### config.mk
export PLATFORM = sky130hd
export DESIGN_NAME = spi_reg_loader
export DESIGN_NICKNAME = d
export VERILOG_FILES = /design/src/rtl/eq_ctrl_pkg.sv /design/src/rtl/spi_sync_edge.sv /design/src/rtl/spi_reg_loader.sv
export SDC_FILE = /design/constraint.sdc
export NUM_CORES = 1
export LEC_CHECK = 0
export BUFFER_PORTS_ARGS = -buffer_cell sky130_fd_sc_hd__buf_2
export CORE_MARGIN = 5
export CORE_UTILIZATION = 35
export DETAILED_ROUTE_END_ITERATION = 8
export SLEW_MARGIN = 40
export SYNTH_ARGS = -nofsm -noshare
export SYNTH_HDL_FRONTEND = slang
export SYNTH_SLANG_ARGS = --single-unit
export TNS_END_PERCENT = 20
### constraint.sdc
create_clock -name clk -period 5.4 [get_ports clk]
set_input_delay 0.54 -clock clk [delete_from_list [all_inputs] [get_ports clk]]
set_output_delay 0.54 -clock clk [all_outputs]
set_load 0.005 [all_outputs]
### src/rtl/eq_ctrl_pkg.sv
// Shared constants and FSM state type for the equalizer control path.
// Latency: n/a (declarations only).
// Backpressure: n/a. Used by spi_reg_loader and the register map.
package eq_ctrl_pkg;

  // Register bank layout: one configuration byte followed by ten 24-bit gains.
  localparam int NUM_REGS      = 31;
  localparam int CFG_ADDR      = 0;
  localparam int GAIN_BYTES    = 3;
  localparam int CMD_WRITE_BIT = 7;

  typedef enum logic [1:0] {
    IDLE    = 2'd0,
    CMD     = 2'd1,
    DATA    = 2'd2,
    DISCARD = 2'd3
  } state_t;

  // MSB-first shift: the newest bit enters at bit 0.
  function automatic logic [7:0] shift_in(input logic [7:0] cur, input logic bit_in);
    return {cur[6:0], bit_in};
  endfunction

endpackage

### src/rtl/spi_sync_edge.sv
// N-stage synchronizer with registered rise/fall pulses for one async pin.
// Latency: q after STAGES clk, rise/fall pulses one clk after q changes.
// Backpressure: none; pulses are single-cycle and must be consumed when seen.
module spi_sync_edge #(
  parameter int   STAGES  = 2,
  parameter logic RST_VAL = 1'b0
) (
  input  logic clk,
  input  logic rst,
  input  logic d,
  output logic q,
  output logic rise,
  output logic fall
);

  logic [STAGES-1:0] chain;
  logic              q_d;

  assign q = chain[STAGES-1];

  // Synchronizer chain plus a delayed copy used to form registered edge pulses.
  always_ff @(posedge clk or negedge rst) begin
    if (!rst) begin
      chain <= {STAGES{RST_VAL}};
      q_d   <= RST_VAL;
      rise  <= 1'b0;
      fall  <= 1'b0;
    end else begin
      chain <= {chain[STAGES-2:0], d};
      q_d   <= chain[STAGES-1];
      rise  <= chain[STAGES-1] & ~q_d;
      fall  <= ~chain[STAGES-1] & q_d;
    end
  end

endmodule

### src/rtl/spi_reg_loader.sv
// SPI mode-0 slave turning host frames (cmd byte + data bytes) into register byte writes.
// Latency: we rises SYNC_STAGES+2 clk after the sck pin edge carrying a byte's last bit.
// Backpressure: none; needs f_clk >= 8*f_sck. Optional macro SPI_MISO_ECHO_EN adds spi_miso echo.
module spi_reg_loader
  import eq_ctrl_pkg::*;
#(
  parameter int ADDR_WIDTH  = 5,
  parameter int NUM_REGS    = eq_ctrl_pkg::NUM_REGS,
  parameter int SYNC_STAGES = 2
) (
  input  logic                  clk,
  input  logic                  rst,
  input  logic                  spi_sck,
  input  logic                  spi_cs_n,
  input  logic                  spi_mosi,
`ifdef SPI_MISO_ECHO_EN
  output logic                  spi_miso,
`endif
  output logic                  we,
  output logic [ADDR_WIDTH-1:0] addr,
  output logic [7:0]            data_out,
  output logic                  busy,
  output logic                  err
);

  localparam logic [31:0] NUM_REGS_U = NUM_REGS;
  localparam logic [ADDR_WIDTH-1:0] LAST_ADDR = ADDR_WIDTH'(NUM_REGS - 1);

  logic sck_rise, sck_fall, sck_sync;
  logic cs_sync, cs_rise, cs_fall;
  logic mosi_sync, mosi_rise, mosi_fall;

  spi_sync_edge #(.STAGES(SYNC_STAGES), .RST_VAL(1'b0)) u_sck_sync (
    .clk(clk), .rst(rst), .d(spi_sck), .q(sck_sync), .rise(sck_rise), .fall(sck_fall)
  );

  spi_sync_edge #(.STAGES(SYNC_STAGES), .RST_VAL(1'b1)) u_cs_sync (
    .clk(clk), .rst(rst), .d(spi_cs_n), .q(cs_sync), .rise(cs_rise), .fall(cs_fall)
  );

  spi_sync_edge #(.STAGES(SYNC_STAGES), .RST_VAL(1'b0)) u_mosi_sync (
    .clk(clk), .rst(rst), .d(spi_mosi), .q(mosi_sync), .rise(mosi_rise), .fall(mosi_fall)
  );

  // Edge outputs this block has no use for (sck_fall only matters with the echo).
  logic unused_edges;
`ifdef SPI_MISO_ECHO_EN
  assign unused_edges = &{1'b0, sck_sync, cs_rise, mosi_rise, mosi_fall};
`else
  assign unused_edges = &{1'b0, sck_sync, cs_rise, mosi_rise, mosi_fall, sck_fall};
`endif

  state_t                state_q, state_d;
  logic [2:0]            bit_cnt_q;
  logic [7:0]            shift_q;
  logic [7:0]            next_byte;
  logic [ADDR_WIDTH-1:0] ptr_q;
  logic [SYNC_STAGES:0]  settle_q;
  logic                  armed_q;
  logic                  cmd_ok;
  logic                  shift_en, byte_done, load_ptr, err_set, wr_set;

  assign next_byte = shift_in(shift_q, mosi_sync);
  assign cmd_ok    = next_byte[CMD_WRITE_BIT] && ({27'd0, next_byte[4:0]} < NUM_REGS_U);
  assign busy      = ~cs_sync;

  // A frame may only start once cs_n has been seen high with a settled synchronizer,
  // so a cs_n held low across reset release never opens a frame mid-stream.
  always_ff @(posedge clk or negedge rst) begin
    if (!rst) begin
      settle_q <= '0;
      armed_q  <= 1'b0;
    end else begin
      settle_q <= {settle_q[SYNC_STAGES-1:0], 1'b1};
      armed_q  <= armed_q | (settle_q[SYNC_STAGES] & cs_sync);
    end
  end

  // State register.
  always_ff @(posedge clk or negedge rst) begin
    if (!rst) state_q <= IDLE;
    else      state_q <= state_d;
  end

  // Next-state logic; deasserted cs_n wins over any byte completing in the same cycle.
  always_comb begin
    state_d = state_q;
    unique case (state_q)
      IDLE:    if (cs_fall && armed_q && !cs_sync) state_d = CMD;
      CMD: begin
        if (cs_sync)        state_d = IDLE;
        else if (byte_done) state_d = cmd_ok ? DATA : DISCARD;
      end
      DATA:    if (cs_sync) state_d = IDLE;
      DISCARD: if (cs_sync) state_d = IDLE;
      default: state_d = IDLE;
    endcase
  end

  // Output/control decode for the datapath.
  always_comb begin
    shift_en  = 1'b0;
    byte_done = 1'b0;
    load_ptr  = 1'b0;
    err_set   = 1'b0;
    wr_set    = 1'b0;
    if (!cs_sync && sck_rise && (state_q == CMD || state_q == DATA)) begin
      shift_en  = 1'b1;
      byte_done = (bit_cnt_q == 3'd7);
    end
    if (state_q == CMD && byte_done) begin
      load_ptr = cmd_ok;
      err_set  = !cmd_ok;
    end
    if (state_q == DATA && byte_done) wr_set = 1'b1;
  end

  // Shift register and bit counter; cleared whenever no frame is being received.
  always_ff @(posedge clk or negedge rst) begin
    if (!rst) begin
      shift_q   <= '0;
      bit_cnt_q <= '0;
    end else if (state_q == IDLE || cs_sync) begin
      shift_q   <= '0;
      bit_cnt_q <= '0;
    end else if (shift_en) begin
      shift_q   <= next_byte;
      bit_cnt_q <= bit_cnt_q + 3'd1;
    end
  end

  // Write port and address pointer; addr/data_out hold between strobes.
  always_ff @(posedge clk or negedge rst) begin
    if (!rst) begin
      we       <= 1'b0;
      err      <= 1'b0;
      addr     <= '0;
      data_out <= '0;
      ptr_q    <= '0;
    end else begin
      we  <= wr_set;
      err <= err_set;
      if (load_ptr) ptr_q <= ADDR_WIDTH'(next_byte[4:0]);
      if (wr_set) begin
        addr     <= ptr_q;
        data_out <= next_byte;
        ptr_q    <= (ptr_q == LAST_ADDR) ? '0 : ptr_q + 1'b1;
      end
    end
  end

`ifdef SPI_MISO_ECHO_EN
  logic [7:0] tx_q;
  logic [7:0] rx_last_q;
  logic       load_pend_q;

  // Echo shifter: the byte just received is loaded on the next sck fall, else shift MSB first.
  always_ff @(posedge clk or negedge rst) begin
    if (!rst) begin
      tx_q        <= '0;
      rx_last_q   <= '0;
      load_pend_q <= 1'b0;
    end else if (cs_sync) begin
      tx_q        <= '0;
      load_pend_q <= 1'b0;
    end else begin
      if (byte_done) begin
        rx_last_q   <= next_byte;
        load_pend_q <= 1'b1;
      end else if (sck_fall) begin
        tx_q        <= load_pend_q ? rx_last_q : {tx_q[6:0], 1'b0};
        load_pend_q <= 1'b0;
      end
    end
  end

  assign spi_miso = tx_q[7] & ~cs_sync;
`endif

endmodule

; ---- After elaboration in Yosys (flattened, before gate mapping)
; Index checks and enable logic that the tools add are counted.
[totals]
reg_bits = 46
[classes]
bitwise = 6
eq_ne = 8
n_reduce_logical = 16
order_cmp = 1
mux = 18
add_sub_neg = 2
[op_table]
columns = cell, count
row1 = $mux W5, 3
row2 = $mux W7, 2
row3 = $mux W2, 4
row4 = $logic_and A1 B1 Y1, 7
row5 = $mux W1, 6
row6 = $mux W3, 2
row7 = $pmux W2 S3, 1
row8 = $add A5 B1 Y5 const B, 1
row9 = $eq A5 B5 Y1 const B, 1
row10 = $lt A5 B5 Y1 const B, 1
row11 = $eq A2 B2 Y1 const B, 2
row12 = $reduce_bool A2 Y1, 2
row13 = $add A3 B1 Y3 const B, 1
row14 = $and A1 B1 Y1, 3
row15 = $eq A3 B3 Y1 const B, 1
row16 = $ne A3 B2 Y1 const B, 1
row17 = $reduce_and A3 Y1, 1
row18 = $eq A2 B1 Y1 const B, 1
row19 = $logic_not A1 Y1, 2
row20 = $logic_not A2 Y1, 1
row21 = $logic_or A1 B1 Y1, 2
row22 = $ne A2 B1 Y1 const B, 1
row23 = $ne A2 B2 Y1 const B, 1
row24 = $not A1 Y1, 2
row25 = other kinds (2), 2

; ---- Depth between registers and ports, before layout
[depth]
depth_word = 8
ltp_mapped = 9

; ---- Hierarchy
; Synthesis repeated with hierarchy kept, for this count alone.
[unflattened]
hier_cells = 169
hier_area_um2 = 2154.6
[modules_own_cells]
columns = mod, n_inst, area_each_um2, seq_area_each_um2, cells_each
row1 = spi_reg_loader, 1, 1730.4, 900.9, 148
row2 = spi_sync_edge at u_mosi_sync ..., 2, 140.1, 125.1, 7
row3 = spi_sync_edge at u_cs_sync, 1, 143.9, 128.9, 7

; ---- Least setup slack after synthesis
; OpenSTA, ideal clock, no wires.
[synth_path]
kind = register to register
from = register state_q[0]
to = register addr[1]
setup_ns = 0.125
setup_slack_ns = 3.668
stages_incl_launch_ff = 8
arrival_ns = 1.607
t_required_ns = 5.275
synth_period_minus_slack_ns = 1.732
cell_sequence = dfrtp_1 inv_1 ha_1 and4b_1 buf_6 nand2_4 buf_6 mux2_4
[synth_via]
elab_chain_len = 6
elab_cells_between_ends = 7
cone_classes = eq/ne (2) / mux (2) / reduce/logical (3)
[synth_lines]
columns = element, line
row1 = from (decl), spi_reg_loader.sv:53  ; state_t state_q, state_d;
row2 = from (signal assigned), spi_reg_loader.sv:82  ; else state_q <= state_d;
row3 = $eq A2 B1 Y1 or $eq A2 B2 Y1 (tied branches), "spi_reg_loader.sv:107, spi_reg_loader.sv:115"
row4 = $logic_or A1 B1 Y1, spi_reg_loader.sv:107  ; if (!cs_sync && sck_rise && (state_q == CMD || state_q == DATA)) begin
row5 = $logic_and A1 B1 Y1, spi_reg_loader.sv:107
row6 = $mux W1, spi_reg_loader.sv:107
row7 = $logic_and A1 B1 Y1 (*), spi_reg_loader.sv:115  ; if (state_q == DATA && byte_done) wr_set = 1'b1;
row8 = $mux W1 (*), spi_reg_loader.sv:115
row9 = to (signal assigned), spi_reg_loader.sv:145  ; addr <= ptr_q;
row10 = to (decl), spi_reg_loader.sv:20  ; output logic [ADDR_WIDTH-1:0] addr,
; Mark *: on every way between the ends. The rest lies on a longest branch, timed or not.
; A chain may end at the register's enable or synchronous reset.

; ---- Worst setup path after layout
; Same ends and word-level chain as after synthesis.

==> key figures <==
Synth
  – Yosys top cell area share: 54.5%
  – Synth Register Bits: 46
  – Synthesized Nets: 161
  – Distinct cells, synth: 41
  – Cells after synthesis: 148
  – Synthesized area: 1970 µm²
  – Cell taking the most area after synthesis: dfrtp_1
  – Post-synthesis sequential area ratio: 58.5%
  – Synth warn: 0
  – Synth area leaders: dfrtp_1 54%, mux2_4 7.6%, ha_1 5.1%
  – Syn_area_per_cell: 13.3 µm²

Finish
  – Register area: 1150 µm²
  – Proportion of layout cells with a drive suffix above 1: 26.6%
  – Area grow syn2layout: 12.3%
  – Footprint of the multi-input gates: 722 µm²
  – # nets final: 181
  – Fillers: 514
  – Commonest non-fill, non-tap cell in the layout: dfrtp_1
  – Ant diodes: 0
  – Most frequent cells in the layout: 43 x dfrtp_1, 19 x buf_2, 10 x a22o_1, 10 x mux2_4

Critical path
  – Critical path type: flop to flop
  – Worst EP required: 5590 ps
  – Slowest stage delay, CP: 420 ps
  – Crit Path Max Fanout: 20
  – Worst EP arrival: 2170 ps
  – CP Cell Sequence: inv_1 > ha_1 > and4b_1 > nand2_4 > mux2_4
  – Reg2reg setup slack: 3430 ps
  – Crit end category: flop
  – Crit path launch type: flop
  – Crit-path slowest cell: and4b_1

Flow run
  – Max Cap Viol: 0

Route
  – DRT Wirelength: 3460 µm
  – Vias per inst: 5.01
  – 1st-iter DRT viols: 70
  – Pre-antenna DRT Iters: 4
  – # DRC: 0
  – Vias: 1207
  – ANT nets after route: 0
  – Avg WL per Cell: 14.3 µm

Place
  – Buffers on Ports: 20
  – GP Congestion: 0.865
  – DP Wirelength: 2400 µm

Power and ir drop
  – Worst vdd ir: 0.173 mV
  – Lkg Pwr: 1.11 nW
  – Pwr Total: 723 µW
  – Pwr/cell area: 326 nW/µm²

STA
  – Fmax: 507 MHz
  – Final min period: 1970 ps
  – Slew Viols, Final: 0
  – Minimum hold slack: 228 ps
  – Final setup viols: 0
  – Worst Skew: 5.88 ps
  – Relative slew slack: 57.4%
  – Final period utilization: 36.5%
  – Slew @ Worst Pin: 638 ps
  – RSZ-0062 raised after global routing: no
  – Setup TNS: 0 ps
  – Final Hold Viols: 0

GRT
  – Initial antenna violation count: 0
  – Pin count of the biggest net entering global routing: 47
  – Overflow after GRT: 0
  – Total GRT Usage: 10.7%
  – Vias in the first global route: 1268
  – First-pass GRT wire length: 6140 µm

Clock tree
  – Post-CTS Hold Fix Bufs: 0
  – CTS tree: yes
  – Clock latency on the worst-skew pair: 300 ps
  – Postcts setup bufs: 0
  – CTS buffer count: 5
  – Worst-case clock buffer depth: 2
  – CTS root buf: clkbuf_8
  – Reg clk slew, reported paths: 80 ps
  – CTS sink count: 46
  – Cts repair resizes: 0
  – H-tree depth: 2

Floorplanning
  – Chip Width: 85.1 µm
  – # IOs: 21
  – Core area: 5510 µm²
  – Die Y-Extent: 85.1 µm
  – Initial core utilization: 35.9%
  – Core Rows: 27
  – Die Footprint: 7240 µm²

Run status
  – Outcome: complete, no violations

Min path
  – Hold WC Path Type: input port to asynchronous set/reset pin
area by class of cell:
class	count	area share (%)
clock buffers	6	3.27
multi-input cells	86	32.6
flip-flops and latches	46	52.1
inverters	8	1.35
repair buffers	21	4.97
clock inverters	2	1.69
well taps	72	4.06
synth_stat cells (all sizes together):
library cell	instances
dfrtp	43
mux2	12
a22o	10
nand2	9
ha	8
inv	8
o21ai	7
a21oi	5
buf	5
a211oi	3
clkbuf	3
dfstp	3
nor2b	3
a21o	2
a22oi	2
a31oi	2
nor2	2
o221ai	2
o22ai	2
o32ai	2
a311oi	1
a41o	1
and3	1
and4	1
and4b	1
conb	1
mux2i	1
nand3	1
nand4	1
nand4b	1
nor4	1
nor4bb	1
o2111ai	1
o21a	1
or3	1
through the flow:
step                area, µm²  cells  util [%]  setup WS, ps
floorplan                1970    148         -          3670
global placement         2100    233      38.2          3530
detailed placement       2110    233      38.3          3430
CTS                      2220    241      40.3          3430
global route             2220    241      40.3          3280
finish                   2220    241      40.3          3430
power by group:
| group | switching [mW] | total, mW | internal [mW] |
|---|---|---|---|
| combinational | 0.0586 | 0.0993 | 0.0407 |
| clock | 0.112 | 0.250 | 0.138 |
| sequential | 0.0137 | 0.373 | 0.359 |
| total | 0.185 | 0.723 | 0.538 |
kinds of logic after synthesis:
family / synth area share [%]
simple gates: 6.85
other cells: 0.190
flops: 58.5
buf+inv: 4.94
fa+ha+maj: 5.07
mux: 9.25
compound gates: 15.2
sequential cells by signal, indices dropped and copies added (netlist names), 2 cells and up:
| signal | cells |
|---|---|
| data_out | 8 |
| shift_q | 7 |
| addr | 5 |
| ptr_q | 5 |
| bit_cnt_q | 3 |
| settle_q | 3 |
| state_q | 2 |
| u_cs_sync.chain | 2 |
| u_mosi_sync.chain | 2 |
| u_sck_sync.chain | 2 |
worst max-delay path: cells and delay by family (launching register included):
| family | cells | cell delay [ps] |
|---|---|---|
| adder cells (fa/ha/maj) | 1 | 350 |
| buffers and inverters | 1 | 90 |
| flip-flops | 1 | 410 |
| multiplexers | 1 | 350 |
| AND/OR/NAND/NOR | 2 | 660 |
layer usage:
layer / part of all wire (%) / wire [µm] / global-route usage (%)
met2: 48 / 1640 / 17.4
met4: 1.9 / 67 / 4.03
met1: 45 / 1560 / 12.5
met3: 5.3 / 184 / 4.37
met5: 0 / 0 / 0
final timing paths:
| kind | startpoint | end | cells after the start |
|---|---|---|---|
| max in group asynchronous | rst | u_cs_sync.chain[1]$_DFF_PN1_ | 1 |
| max | state_q[0]$_DFFE_PN0P_ | addr[1]$_DFFE_PN0P_ | 5 |
| max reg2reg | state_q[0]$_DFFE_PN0P_ | addr[1]$_DFFE_PN0P_ | 5 |
| min in group clk | spi_cs_n | u_cs_sync.chain[0]$_DFF_PN1_ | 1 |
| min reg2reg | u_mosi_sync.chain[0]$_DFF_PN0_ | u_mosi_sync.chain[1]$_DFF_PN0_ | 0 |
| min | rst | data_out[2]$_DFFE_PN0P_ | 1 |
Power figures use the tool's default switching activity.
